File: src/rtl/fourbyte_pkg.sv
// Shared types and default sizes for the 4-byte memory FIFO controller.
package fourbyte_pkg;

   localparam int unsigned DW_DEF    = 8;
   localparam int unsigned AW_DEF    = 2;
   localparam int unsigned DEPTH_DEF = 2 ** AW_DEF;

   typedef enum logic [1:0] {
      IDLE = 2'd0,
      RD1  = 2'd1,
      RD2  = 2'd2
   } state_t;

endpackage

File: src/rtl/fourbyte_fifo_ctrl.sv
// Valid/ready FIFO controller in front of a single-port 4x8 memory array,
// with a one-byte output register holding the head byte.
module fourbyte_fifo_ctrl
   import fourbyte_pkg::*;
#(
   parameter int unsigned DW = DW_DEF,
   parameter int unsigned AW = AW_DEF
) (
   input  logic          clk,
   input  logic          rst_n,
   input  logic          push_valid,
   output logic          push_ready,
   input  logic [DW-1:0] push_data,
   output logic          pop_valid,
   input  logic          pop_ready,
   output logic [DW-1:0] pop_data,
   output logic [AW:0]   count,
   output logic [AW:0]   level,
   output logic          full,
   output logic          empty,
   output logic          mem_en,
   output logic          mem_wr,
   output logic [0:AW-1] mem_adr,
   output logic [DW-1:0] mem_data,
   input  logic [DW-1:0] mem_out
);

   localparam logic [AW:0] FULL_CNT = {1'b1, {AW{1'b0}}};

   state_t        state;
   state_t        state_nxt;
   logic [AW-1:0] wptr;
   logic [AW-1:0] rptr;
   logic          do_push;

   assign full  = (count == FULL_CNT);
   assign empty = (count == '0);
   assign level = count + {{AW{1'b0}}, pop_valid};

   // Next-state, handshake and memory port drive; everything idles under reset.
   always_comb begin
      state_nxt  = state;
      push_ready = 1'b0;
      do_push    = 1'b0;
      mem_en     = 1'b0;
      mem_wr     = 1'b0;
      mem_adr    = '0;
      mem_data   = '0;
      if (rst_n) begin
         case (state)
            IDLE: begin
               if (!pop_valid && (count != '0)) begin
                  state_nxt = RD1;
               end else begin
                  push_ready = (count != FULL_CNT);
                  if (push_valid && (count != FULL_CNT)) begin
                     do_push  = 1'b1;
                     mem_en   = 1'b1;
                     mem_wr   = 1'b1;
                     mem_adr  = wptr;
                     mem_data = push_data;
                  end
               end
            end
            RD1: begin
               mem_en    = 1'b1;
               mem_adr   = rptr;
               state_nxt = RD2;
            end
            RD2: begin
               mem_en    = 1'b1;
               mem_adr   = rptr;
               state_nxt = IDLE;
            end
            default: state_nxt = IDLE;
         endcase
      end
   end

   // State, pointers, occupancy and output register.
   always_ff @(posedge clk) begin
      if (!rst_n) begin
         state     <= IDLE;
         wptr      <= '0;
         rptr      <= '0;
         count     <= '0;
         pop_valid <= 1'b0;
         pop_data  <= '0;
      end else begin
         state <= state_nxt;
         if (do_push) begin
            wptr  <= wptr + 1'b1;
            count <= count + 1'b1;
         end
         // Capture and pop are exclusive: a read only starts with pop_valid low.
         if (state == RD2) begin
            pop_data  <= mem_out;
            pop_valid <= 1'b1;
            rptr      <= rptr + 1'b1;
            count     <= count - 1'b1;
         end else if (pop_valid && pop_ready) begin
            pop_valid <= 1'b0;
         end
      end
   end

endmodule

File: config.mk
export PLATFORM = sky130hd
export DESIGN_NAME = fourbyte_fifo_ctrl
export DESIGN_NICKNAME = d
export VERILOG_FILES = /design/src/rtl/fourbyte_pkg.sv /design/src/rtl/fourbyte_fifo_ctrl.sv
export SDC_FILE = /design/constraint.sdc
export NUM_CORES = 1
export LEC_CHECK = 0
export CORE_MARGIN = 4
export CORE_UTILIZATION = 44
export CTS_BUF_LIST = sky130_fd_sc_hd__clkbuf_16
export DETAILED_ROUTE_END_ITERATION = 8
export PLACE_DENSITY = 0.87
export SLEW_MARGIN = 40
export SYNTH_ARGS = -nofsm -noshare
export SYNTH_HDL_FRONTEND = slang
export SYNTH_SLANG_ARGS = --single-unit
File: constraint.sdc
create_clock -name clk -period 5.2 [get_ports clk]
set_input_delay 1.04 -clock clk [delete_from_list [all_inputs] [get_ports clk]]
set_output_delay 1.04 -clock clk [all_outputs]
set_load 0.02 [all_outputs]
==> impl_results.md <==
- Leading cell types in the layout, fill and taps excluded: clkdlybuf4s50_1, dfxtp_1, mux2i_1, nand2_1, and3_1
- Metal2 WL: around 1.4 mm
- Drt drc: 0
- WHS Endpoint: wptr[1]
- Slew Limit Headroom: between 40% and 50%
- Fin util: 69.32%
- DRT iter0 DRCs: 32
- Setup violators final: 0
- Pwr Total: 797.3 uW
- Antenna violations before repair: 0
- Clock Sinks: 18
- Final Cycle Share: 77.26%
- Die area: roughly 3400 um^2
- Cts bufs inserted: 3
- Crit. End Element: output port
- Critical path arrival: just under 3000 ps
- H-Tree Depth: 1
- Post-Syn Area: ~1100 um^2
- Fin Hold WS: roughly 480 ps
- Worst-case clock skew: approximately 1.1 ps
- Max Clk Rate: between 200 and 250 MHz
- RSZ-0062 raised after global routing: no
- Avg Inst Size Synth: around 9.3 um^2
- Core box area: about 2500 um^2
- VDD IR max: ~0.31 mV
- Clock latency at the later pin of the worst-skew pair: ~250 ps
- Final Hold Vio Count: 0
- Fraction of registers with async set/reset: 0%
- Standard-cell row count: 18
- Vias in the first global route: about 1100
- Post-route cell area: about 1700 um^2
- Final-layout fill cell count: between 150 and 200
- Buffers added on ports: 49
- Pre-CTS setup slack: 1194 ps
- Placed Cells: 194
- Vias: between 1000 and 1500
- CP Data Required Time: approximately 4200 ps
- Post-CTS setup buffer count: 0
- PnR worst setup slack: 1183 ps
- Yosys warnings: 0
- Commonest non-fill, non-tap cell in the layout: clkdlybuf4s50_1
- DR top layer: met4
- R2R cell count: 7
- Placed wire-length estimate: 2.123 mm
- CTS hold repair buffers: 0
- Gpl congestion: 0.7863
- Hold path cells: 2
- Hold path start: wptr[1]
- Syn_nets: 150
- Register area share after synthesis: between 30% and 40%
- TNS Setup: 0 ps
- Min Tclk post-route: 4017 ps
- Nets@finish: 197
- CTS Root Cell: clkbuf_16
- Worst Path Class, Setup: in2out
- Cts repair resizes: 0
- Reg clk slew, reported paths: roughly 50 ps
- First-pass GRT wire length: 4.657 mm
- Multi-input logic area: approximately 700 um^2
- Synth Register Bits: 18
- Initial core utilization: a little under half
- Die W: between 50 and 60 um
- Drt pass-1 iters: 4
- Maximum root-to-sink buffer count: 2
- Hold Path Class: reg2reg
- Die height: a little under 60 um
- Maximum capacitance violations: 0
- Critical path fanouts, max: 23
- Sequential cell area: 360.3 um^2
- Antenna cells: 0
- Post-synth EDFFs: 0
- Share of post-route cells with drive strength above 1: roughly 4.2%
- RR Startpoint: state[0]
- DRT Wirelength: about 2.9 mm
- Gr ovfl total: 0
- Worst reg-to-reg setup slack: about 2400 ps
- Non-filler instance count after layout: between 150 and 200
- Met3 WL post-DR: roughly 240 um
- Largest net degree at the start of global routing: 24
- Cells after Synth: about 120
- Wirelength per Cell: roughly 14 um
- Area Growth Syn to Fin: 50.78%
- Main synth FF type: dfxtp_1
- Fin. max-slew vios: 0
- DR vias/cell: around 5.5
- Distinct cells, synth: 34
- DRT antenna net count: 0
- # IOs: 50
- Capture point of the worst reg-to-reg path: count[1]
- Met1 Wirelength: 1.203 mm
- PD cells: between 400 and 500 nW/um^2
- Slew @ Worst Pin: just under 800 ps
- Startpoint Class: input port
- Placed cell areas: about 1600 um^2
- Status: finished, final reports clean
- Tot GR Track Use: roughly 17%
- TritonCTS clock tree: yes
- Leakage: approximately 0.7 nW
## worst max-delay path, stage by stage
cell	delay, ps
clkdlybuf4s50_1	840
buf_4	330
o211a_1	170
clkdlybuf4s50_1	600
## power breakdown
part	total, mW	internal (mW)	switching, mW
logic	0.428	0.209	0.219
registers	0.215	0.172	0.0434
clock network	0.154	0.102	0.0517
## worst max-delay path by stage
stage / cells past startpoint / slack [ps] / endpoint / start
2_1_floorplan: 3 / 2450 / mem_adr[1] / push_valid
3_3_place_gp: 4 / 1200 / push_ready / rst_n
3_5_place_dp: 4 / 1190 / push_ready / rst_n
4_1_cts: 4 / 1170 / push_ready / rst_n
5_1_grt: 4 / 1070 / push_ready / rst_n
6_report: 4 / 1180 / push_ready / rst_n
## Yosys cell counts (3+ instances only)
cell type / number / area (um^2)
o211ai_1: 4 / 30.03
nand4_1: 4 / 25.02
and2_1: 4 / 25.02
buf_2: 3 / 15.01
and3_1: 9 / 56.30
ha_1: 7 / 87.58
nand2_1: 10 / 37.54
mux2i_1: 12 / 120.1
o2111ai_1: 3 / 26.28
nor2b_1: 8 / 50.05
clkbuf_1: 4 / 15.01
inv_1: 6 / 22.52
nand2b_1: 4 / 25.02
dfxtp_1: 18 / 360.4
## metal layers
layer / vias up / track usage, %
met5: - / 0
met4: 0 / 4.207
met3: 2 / 4.825
met2: 46 / 30.78
met1: 511 / 19.78
li1: 522 / -
## layout make-up
cell class                      count  area share [%]
Sequential cell                    18           21.18
Clock buffer                        3           4.412
Multi-Input combinational cell     89           41.18
Tap cell                           30           2.206
Timing Repair Buffer               50           29.26
Inverter                            7           1.544
Clock inverter                      1          0.2206
## flip-flops by register name, indices dropped and copies added (netlist names)
| register | cells |
|---|---|
| count | 3 |
| pop_data | 8 |
| pop_valid | 1 |
| rptr | 2 |
| state | 2 |
| wptr | 2 |
## logic make-up after synthesis
| logic type | share of synthesized area, % |
|---|---|
| fa+ha+maj | 9.534 |
| mux | 10.64 |
| xor+xnor | 2.329 |
| compound gates | 13.08 |
| flops | 31.93 |
| simple gates | 26.50 |
| buf+inv | 5.985 |
(Power assumes the default switching activity.)
